==> src/rtl/alu_feed_pkg.sv <==
// Shared encodings for the alu_feed operand sequencer: ALU modes, FSM states
// and the shift-mode classifier used by both the step logic and the FSM.
package alu_feed_pkg;

    localparam logic [3:0] MODE_ADD  = 4'd0;
    localparam logic [3:0] MODE_SUB  = 4'd1;
    localparam logic [3:0] MODE_AND  = 4'd2;
    localparam logic [3:0] MODE_OR   = 4'd3;
    localparam logic [3:0] MODE_XOR  = 4'd4;
    localparam logic [3:0] MODE_SHL  = 4'd5;
    localparam logic [3:0] MODE_SHR  = 4'd6;
    localparam logic [3:0] MODE_ROL  = 4'd7;
    localparam logic [3:0] MODE_ROR  = 4'd8;
    localparam logic [3:0] MODE_ASR  = 4'd9;
    localparam logic [3:0] MODE_PASS = 4'd10;  // 10..15 all pass As

    typedef enum logic {
        ST_IDLE  = 1'b0,
        ST_SHIFT = 1'b1
    } feed_state_e;

    // Shift/rotate modes iterate one bit per cycle.
    function automatic logic is_shift_mode(input logic [3:0] mode);
        return (mode >= MODE_SHL) && (mode <= MODE_ASR);
    endfunction

endpackage

==> src/rtl/alu_feed_step.sv <==
// One combinational ALU step: full arithmetic/logic op, or a single-bit
// shift/rotate iteration. Overflow output exists only with ALU_FEED_OVF_EN.
module alu_feed_step
    import alu_feed_pkg::*;
#(
    parameter int WIDTH = 4
) (
    input  logic [WIDTH-1:0] as_i,
    input  logic [WIDTH-1:0] b_i,
    input  logic             cin_i,
    input  logic [3:0]       mode_i,
    output logic [WIDTH-1:0] res_o,
    output logic             cbf_o
`ifdef ALU_FEED_OVF_EN
    ,
    output logic             of_o
`endif
);

    logic [WIDTH:0] sum;
    logic [WIDTH:0] diff;

    assign sum  = {1'b0, as_i} + {1'b0, b_i} + {{WIDTH{1'b0}}, cin_i};
    assign diff = {1'b0, as_i} - {1'b0, b_i} - {{WIDTH{1'b0}}, cin_i};

    // Result and carry/borrow/shift-out select by mode.
    always_comb begin
        res_o = as_i;
        cbf_o = 1'b0;
        case (mode_i)
            MODE_ADD: begin res_o = sum[WIDTH-1:0];  cbf_o = sum[WIDTH];  end
            MODE_SUB: begin res_o = diff[WIDTH-1:0]; cbf_o = diff[WIDTH]; end
            MODE_AND: res_o = as_i & b_i;
            MODE_OR:  res_o = as_i | b_i;
            MODE_XOR: res_o = as_i ^ b_i;
            MODE_SHL: begin res_o = {as_i[WIDTH-2:0], 1'b0};          cbf_o = as_i[WIDTH-1]; end
            MODE_SHR: begin res_o = {1'b0, as_i[WIDTH-1:1]};          cbf_o = as_i[0];       end
            MODE_ROL: begin res_o = {as_i[WIDTH-2:0], as_i[WIDTH-1]}; cbf_o = as_i[WIDTH-1]; end
            MODE_ROR: begin res_o = {as_i[0], as_i[WIDTH-1:1]};       cbf_o = as_i[0];       end
            MODE_ASR: begin res_o = {as_i[WIDTH-1], as_i[WIDTH-1:1]}; cbf_o = as_i[0];       end
            default:  res_o = as_i;
        endcase
    end

`ifdef ALU_FEED_OVF_EN
    // Signed overflow for add/sub; for shifts, whether this step flipped the MSB.
    always_comb begin
        of_o = 1'b0;
        if (mode_i == MODE_ADD)
            of_o = (as_i[WIDTH-1] == b_i[WIDTH-1]) && (res_o[WIDTH-1] != as_i[WIDTH-1]);
        else if (mode_i == MODE_SUB)
            of_o = (as_i[WIDTH-1] != b_i[WIDTH-1]) && (res_o[WIDTH-1] != as_i[WIDTH-1]);
        else if (is_shift_mode(mode_i))
            of_o = (res_o[WIDTH-1] != as_i[WIDTH-1]);
    end
`endif

endmodule

==> src/rtl/alu_feed_seq.sv <==
// Operand sequencer + ALU stage feeding the accumulator. Single-step ops
// register their result at the accept edge; shift/rotate ops iterate one bit
// per cycle in SHIFT. Define ALU_FEED_OVF_EN to build the overflow (Of) logic;
// otherwise Of is tied low.
module alu_feed_seq
    import alu_feed_pkg::*;
#(
    parameter int WIDTH = 4,
    parameter int CNT_W = 3
) (
    input  logic             Clk,
    input  logic             Reset,
    input  logic             InValid,
    output logic             InReady,
    input  logic [WIDTH-1:0] As,
    input  logic [WIDTH-1:0] B,
    input  logic             Cin,
    input  logic [3:0]       Mode,
    input  logic [CNT_W-1:0] Count,
    output logic [WIDTH:0]   A,
    output logic             AValid,
    output logic             Of
);

    feed_state_e      state_q, state_d;
    logic [CNT_W-1:0] cnt_q, cnt_d;
    logic [WIDTH-1:0] work_q, work_d;
    logic [3:0]       mode_q, mode_d;
    logic [WIDTH:0]   a_q, a_d;
    logic             avalid_q, avalid_d;

    logic [WIDTH-1:0] step_as;
    logic [3:0]       step_mode;
    logic [WIDTH-1:0] step_res;
    logic             step_cbf;

    // In SHIFT the step unit iterates on the working register; otherwise it
    // sees the live request.
    assign step_as   = (state_q == ST_SHIFT) ? work_q : As;
    assign step_mode = (state_q == ST_SHIFT) ? mode_q : Mode;

`ifdef ALU_FEED_OVF_EN
    logic step_of;
    logic ofacc_q, ofacc_d;  // sticky "MSB changed" over shift iterations
    logic of_q, of_d;
`endif

    alu_feed_step #(.WIDTH(WIDTH)) u_step (
        .as_i   (step_as),
        .b_i    (B),
        .cin_i  (Cin),
        .mode_i (step_mode),
        .res_o  (step_res),
        .cbf_o  (step_cbf)
`ifdef ALU_FEED_OVF_EN
        ,
        .of_o   (step_of)
`endif
    );

    // Next-state: accept in IDLE, iterate and retire in SHIFT.
    always_comb begin
        state_d  = state_q;
        cnt_d    = cnt_q;
        work_d   = work_q;
        mode_d   = mode_q;
        a_d      = a_q;
        avalid_d = 1'b0;
`ifdef ALU_FEED_OVF_EN
        ofacc_d  = ofacc_q;
        of_d     = of_q;
`endif
        case (state_q)
            ST_IDLE: begin
                if (InValid) begin
                    if (is_shift_mode(Mode) && (Count != '0)) begin
                        work_d  = As;
                        cnt_d   = Count;
                        mode_d  = Mode;
                        state_d = ST_SHIFT;
`ifdef ALU_FEED_OVF_EN
                        ofacc_d = 1'b0;
`endif
                    end else if (is_shift_mode(Mode)) begin
                        // zero-count shift degenerates to a pass of As
                        a_d      = {As, 1'b0};
                        avalid_d = 1'b1;
`ifdef ALU_FEED_OVF_EN
                        of_d     = 1'b0;
`endif
                    end else begin
                        a_d      = {step_res, step_cbf};
                        avalid_d = 1'b1;
`ifdef ALU_FEED_OVF_EN
                        of_d     = step_of;
`endif
                    end
                end
            end
            ST_SHIFT: begin
                work_d = step_res;
                cnt_d  = cnt_q - 1'b1;
`ifdef ALU_FEED_OVF_EN
                ofacc_d = ofacc_q | step_of;
`endif
                if (cnt_q == {{(CNT_W-1){1'b0}}, 1'b1}) begin
                    a_d      = {step_res, step_cbf};
                    avalid_d = 1'b1;
                    state_d  = ST_IDLE;
`ifdef ALU_FEED_OVF_EN
                    of_d     = ofacc_q | step_of;
`endif
                end
            end
            default: state_d = ST_IDLE;
        endcase
    end

    // State and output registers; reset abandons any in-flight shift.
    always_ff @(posedge Clk) begin
        if (Reset) begin
            state_q  <= ST_IDLE;
            cnt_q    <= '0;
            work_q   <= '0;
            mode_q   <= '0;
            a_q      <= '0;
            avalid_q <= 1'b0;
`ifdef ALU_FEED_OVF_EN
            ofacc_q  <= 1'b0;
            of_q     <= 1'b0;
`endif
        end else begin
            state_q  <= state_d;
            cnt_q    <= cnt_d;
            work_q   <= work_d;
            mode_q   <= mode_d;
            a_q      <= a_d;
            avalid_q <= avalid_d;
`ifdef ALU_FEED_OVF_EN
            ofacc_q  <= ofacc_d;
            of_q     <= of_d;
`endif
        end
    end

    assign InReady = (state_q == ST_IDLE);
    assign A       = a_q;
    assign AValid  = avalid_q;
`ifdef ALU_FEED_OVF_EN
    assign Of      = of_q;
`else
    assign Of      = 1'b0;
`endif

endmodule

==> config.mk <==
export PLATFORM = sky130hd
export DESIGN_NAME = alu_feed_seq
export DESIGN_NICKNAME = d
export VERILOG_FILES = /design/src/rtl/alu_feed_pkg.sv /design/src/rtl/alu_feed_step.sv /design/src/rtl/alu_feed_seq.sv
export SDC_FILE = /design/constraint.sdc
export NUM_CORES = 1
export LEC_CHECK = 0
export CAP_MARGIN = 20
export CELL_PAD_IN_SITES_DETAIL_PLACEMENT = 0
export CELL_PAD_IN_SITES_GLOBAL_PLACEMENT = 1
export CORE_ASPECT_RATIO = 0.9
export CORE_UTILIZATION = 30
export DETAILED_ROUTE_END_ITERATION = 10
export PLACE_DENSITY = 0.64
export SLEW_MARGIN = 0
export SYNTH_ARGS = -nofsm -noshare
export SYNTH_HDL_FRONTEND = slang
export SYNTH_SLANG_ARGS = --single-unit
==> constraint.sdc <==
create_clock -name Clk -period 4.2 [get_ports Clk]
set_clock_uncertainty 0.2 [all_clocks]
set_input_delay 0.84 -clock Clk [delete_from_list [all_inputs] [get_ports Clk]]
set_output_delay 0.84 -clock Clk [all_outputs]
set_load 0.1 [all_outputs]
==> flow_summary.ini, run 1 <==
[floorplanning]
ios = 27
fp.dieH_um = 76.9
fp.dieW_um = 85.3
start_util_pct = 32.0
die_area_um2 = 6560
rows = 26
core_um2 = 5860

[synth]
synthAdderAreaFrac_pct = 13.6
yosys.area_share.simple_pct = 17.4
synth_mux_area_share_pct = 12.6
synth_edf_count = 0
ys_seq_elements = 18
ys_seq_area_share_pct = 19.3
netlist_top_cells_count = dfxtp_1, inv_1, mux2i_1
yosys-top-cells-area = dfxtp_1, ha_1, mux2i_1
synthFlopType = dfxtp_1
yosysUniqueCellTypes = 56
syn-num-nets = 254
synthXorXnorAreaFrac_pct = 2.34
synth_cells = 217
ys_async_sr_fraction_pct = 0
yosysWarningCount = 0
synth_top_family_by_area = compound AO/OA/AOI/OAI gates
synth-compound-area-share_pct = 23.9
yosysTopAreaCell = dfxtp_1
synth_top_area_share_pct = 19.3
syn_area_per_cell_um2 = 8.63
syn_area_um2 = 1870
yosysMostFrequentCell = dfxtp_1

[final_layout]
multi_input_area_um2 = 1310
areaGrowthSynthToFinish_pct = 15.7
antenna_cells = 0
num-nets-final = 278
final_cells = 309
drive_gt1_share_pct = 9.62
fin_area_um2 = 2170
regArea_um2 = 360
fillers = 614

[placed_design]
place_congestion = 0.859
postPlaceCellArea_um2 = 2120
io_buffers = 25
place_inst = 306
dp_hpwl_um = 3850

[status]
status = completed

[routing]
ant_nets = 0
drt_pass1_iterations = 5
drc_errors = 0
vias_per_cell = 5.66
wirelength_um = 5070
drt_iter0_drc = 73
wl_per_cell_um = 16.4
dr_total_vias = 1749

[clocking]
cts-resized-gates = 0
root_buffer = clkbuf_8
cts_buffers = 3
clk_pin_slew_ns = 0.07
ctsHoldBuffers = 0
clk-insertion-delay-late_ns = 0.25
clock_sinks = 18
cts_buffer_depth = 2
cts_tree = yes
cts-htree-levels = 1
post_cts_buffers = 0

[worst_setup_path]
endpoint_kind = flop
startpoint = As[0]
crit_required_ns = 4.17
crit_type = in2reg
critPathMaxFanout = 6
start_kind = input pin
arrival_ns = 3.71
r2r_start = state_q

[grt]
grt_first_pass_wirelength_um = 8420
grt_pass1_vias = 1634
overflow = 0
antenna_found_initial = 0
grt_start_max_net_pins = 21
grt_use_total_pct = 16.2

[timing]
max_freq_ghz = 0.267
fin_crit_sh_pct = 89.3
layout_min_cycle_time_ns = 3.75
fin_setup_tns_ns = 0
finalMaxSlewViolations = 0
report.final.hold_viol_count = 0
rsz0062_at_grt = false
relSlewSlack_pct = 28.8
setup_viol = 0
tightest_slew_ns = 1.04

[worst_hold_path]
worstHoldStart = A[1]
hold_class = reg2reg

[power]
power_density_nw_per_um2 = 286
power_leakage_nw = 0.814
vdd_drop_max_v = 0.000131

[flow_run]
maxCapViolations = 0
metrics by stage:
step | setup WS [ns] | power (mW) | hold WS (ns) | utilization, %
global route | 0.308 | 0.660 | 0.303 | 37.0
floorplan | 0.939 | 0.421 | 0.256 | -
CTS | 0.439 | 0.621 | 0.266 | 37.0
finish | 0.451 | 0.619 | 0.269 | 37.0
detailed placement | 0.168 | 0.497 | 0.255 | 36.3
global placement | 0.219 | 0.501 | 0.257 | 36.3
registers in the layout (all words and copies together) (netlist names):
signal	flops
cnt_q	3
state_q	1
work_q	4
A	5
mode_q	4
AValid	1
final timing paths:
check | endpoint | slack [ns] | depth (start not counted)
worst min register to register | A[1] | 0.27 | 2
worst max register to register | A[2] | 0.85 | 9
worst max-delay path | A[2] | 0.45 | 10
worst min-delay path | A[1] | 0.27 | 2
cell families (layout without fill, tap and decap cells):
kind of cell | Yosys count | count (layout)
adders and majority gates | 18 | 18
muxes | 21 | 21
AOI/OAI and AO/OA | 63 | 63
other | 1 | 1
DFF | 18 | 18
xor gates and xnor gates | 5 | 5
buffers and inverters | 30 | 52
and+or+nand+nor | 61 | 61
layout by cell type, fill, tap and decap left out, drive strengths merged, types with 2 or more instances in the layout:
cell	synthesis	routed
a221oi	4	4
nand2b	3	3
fa	4	4
dfxtp	18	18
o2bb2ai	2	2
nand4	2	2
and2	2	2
a222oi	2	2
o32ai	6	6
or3	4	4
xnor2	2	2
nor4b	2	2
or4	2	2
o21ai	11	11
a211oi	6	6
buf	7	8
clkbuf	6	3
nand2	11	11
a31oi	5	5
mux2i	17	17
inv	17	17
mux2	4	4
o211ai	3	3
nor4	3	3
a21o	3	3
clkdlybuf4s50	0	24
xor2	3	3
ha	14	14
nand3	7	7
nor2	14	14
nor3	5	5
a21oi	12	12
power breakdown:
part | internal [mW] | leakage, nW | switching, mW
Combinational | 0.114 | 0.645 | 0.185
Sequential | 0.185 | 0.147 | 0.0127
Clock | 0.0638 | 0.0216 | 0.0589
per-layer routing:
layer  vias up  share of wire, %  global-route usage (%)
met4         0              0.77                    2.00
met3         4               6.0                    4.20
met2        47                43                    24.0
met1       839                51                    24.0
met5         -                 0                       0
li1        859                 -                       -
final cells by class:
cell class | instances | share of cell area (%)
multi-input cells | 169 | 60.6
flip-flops and latches | 18 | 16.6
repair buffers | 32 | 13.9
well taps | 70 | 4.04
inverters | 17 | 2.95
clock buffers | 3 | 1.91
worst max-delay path, cell delays in order:
cell             delay [ns]
clkdlybuf4s50_1        0.47
mux2i_1                0.20
inv_1                  0.17
fa_1                   0.44
fa_1                   0.50
mux2i_1                0.06
o32ai_1                0.21
a221oi_1               0.15
or3_1                  0.43
a221oi_2               0.23
Note: power is estimated with default switching activity, not from simulation.
==> inputs of run 2 (changes only) <==
--- a/config.mk
+++ b/config.mk
@@ -11,6 +11,7 @@
 export CORE_ASPECT_RATIO = 0.9
 export CORE_UTILIZATION = 30
 export DETAILED_ROUTE_END_ITERATION = 10
+export HOLD_SLACK_MARGIN = 0.06
 export PLACE_DENSITY = 0.64
 export SLEW_MARGIN = 0
 export SYNTH_ARGS = -nofsm -noshare
==> results of run 2 <==
Same layout as run 1: the final DEF is identical, and so are final timing and power.
==> inputs of run 3 (changes only) <==
==> constraint.sdc (replaced) <==
create_clock -name Clk -period 4.8 [get_ports Clk]
set_clock_uncertainty 0.2 [all_clocks]
set_input_delay 0.96 -clock Clk [delete_from_list [all_inputs] [get_ports Clk]]
set_output_delay 0.96 -clock Clk [all_outputs]
set_load 0.1 [all_outputs]
==> flow_summary.ini, run 3 (synthesis gave the netlist of run 1 again) <==
[clocking]
cts-htree-levels = 1
cts_buffers = 3
clock_sinks = 18
clk-insertion-delay-late_ns = 0.26
post_cts_buffers = 0
ctsHoldBuffers = 0
clk_pin_slew_ns = 0.07
cts_buffer_depth = 2
root_buffer = clkbuf_8
cts_tree = yes
cts-resized-gates = 0

[power]
p_sw_mw = 0.224
power.share.clock_pct = 22.9
finalPower_mw = 0.554
p_sw_share_pct = 40.4
power_frac_comb_pct = 45.9
seq_power_share_pct = 31.2
power_density_nw_per_um2 = 257
power_leakage_nw = 0.807
vdd_drop_max_v = 0.000105
intPower_mw = 0.330

[final_layout]
largest_register_ffs = 5
antenna_cells = 0
fillers = 627
areaGrowthSynthToFinish_pct = 15.4
final_cells = 307
fin_area_um2 = 2160
drive_gt1_share_pct = 8.44
num-nets-final = 275
layout_common_cells = clkdlybuf4s50_1, dfxtp_1, inv_1, mux2i_1, ha_1
final_common_cell = clkdlybuf4s50_1

[routing]
wirelength_um = 4990
dr_total_vias = 1746
drt_pass1_iterations = 4
wl_per_cell_um = 16.2
vias_per_cell = 5.69
drc_errors = 0
drt_iter0_drc = 116
ant_nets = 0

[grt]
overflow = 0
grt_first_pass_wirelength_um = 8490
grt_start_max_net_pins = 18
grt_pass1_vias = 1584
grt_busiest_layer = met1
met3_usage_pct = 3.01
gr-usage-met2_pct = 23.5
grt_use_total_pct = 16.4
antenna_found_initial = 0
use_met1_pct = 25.6

[worst_hold_path]
holdPathStages = 2
min_to = A[1]
hold_class = reg2reg
worstHoldStart = A[1]

[worst_setup_path]
crit_required_ns = 4.72
critPathMaxFanout = 6
r2r_start = state_q
endpoint_kind = flop
r2r_cells = 9
slowest_delay_ns = 0.56
critPathTopFamily = adder cells
arrival_ns = 3.80
slowest_stage = nor4b_1
cp_cell_sequence = clkdlybuf4s50_1 > mux2i_1 > inv_1 > fa_1 > ha_1 > a211oi_1 > xnor2_1 > o2bb2ai_1 > nor4b_1 > o32ai_1
path_buf_inv = 2
worstReg2RegEnd = work_q[3]
start_kind = input pin
rrSetupSlack_ns = 1.37
crit_type = in2reg

[timing]
fin_crit_sh_pct = 80.7
fin_setup_tns_ns = 0
max_freq_ghz = 0.258
layout_setup_ws_ns = 0.925
setup_viol = 0
rsz0062_at_grt = false
layout_min_cycle_time_ns = 3.87
report.final.hold_viol_count = 0
relSlewSlack_pct = 34.7
finalMaxSlewViolations = 0
tightest_slew_ns = 0.977

[flow_run]
maxCapViolations = 0

[floorplanning]
core_um2 = 5860
ios = 27
fp.dieH_um = 76.9
die_area_um2 = 6560
start_util_pct = 32.0
rows = 26
fp.dieW_um = 85.3

[placed_design]
place_congestion = 0.837
place_inst = 301
postPlaceCellArea_um2 = 2090
io_buffers = 25
pre_cts_slack_ns = 0.643
dp_hpwl_um = 3810

[status]
status = completed
run 3: cell count changes in the layout (fill, tap and decap cells not counted):
cell	previous run	this run
clkbuf_8	3	4
clkdlybuf4s50_1	24	25
buf_4	8	4
run 3: power by group through the flow:
stage               registers [mW]  logic [mW]  clock network, mW
floorplan                    0.209       0.159                  0
global placement             0.177       0.254                  0
detailed placement           0.176       0.251                  0
CTS                          0.173       0.252              0.131
global route                 0.175       0.281              0.142
finish                       0.173       0.254              0.127
run 3: worst register-to-register path: stages, from the launching register on:
cell and delay [ns]:
dfxtp_1 0.65, mux2i_1 0.29, inv_1 0.17, fa_1 0.45
ha_1 0.29, a211oi_1 0.27, xnor2_1 0.11, o2bb2ai_1 0.13
nor4b_1 0.56, o32ai_1 0.18
run 3: cell type report:
class | count | area, µm² | share of cell area (%)
sequential | 18 | 360 | 16.7
inverter | 17 | 63.8 | 2.95
timing repair buffer | 29 | 280 | 13.0
clock buffer | 4 | 55.1 | 2.55
tap | 70 | 87.6 | 4.06
multi-input combinational | 169 | 1310 | 60.8
run 3: per-layer routing:
layer / routed length [µm] / part of all wire [%] / vias up
li1: - / - / 853
met1: 2460 / 49 / 836
met2: 2130 / 43 / 52
met3: 380 / 7.6 / 5
met4: 15 / 0.30 / 0
met5: 0 / 0 / -
run 3: how the worst max path moves through the flow:
stage                     startpoint   endpoint  slack (ns)  cells past startpoint
final                          As[0]  work_q[3]        0.93                     10
after global placement         As[0]       A[2]        0.66                     10
after CTS                      As[0]       A[2]        0.91                     10
after floorplan                As[0]       A[2]        1.42                      9
after global routing           As[0]  work_q[2]        0.80                     10
after detailed placement       As[0]       A[2]        0.64                     10
run 3: per-stage QoR:
stage,hold WS [ns],util [%]
3_3_place_gp,0.256,35.7
4_1_cts,0.272,36.6
5_1_grt,0.306,36.9
2_1_floorplan,0.256,-
3_5_place_dp,0.261,35.7
6_report,0.275,36.9
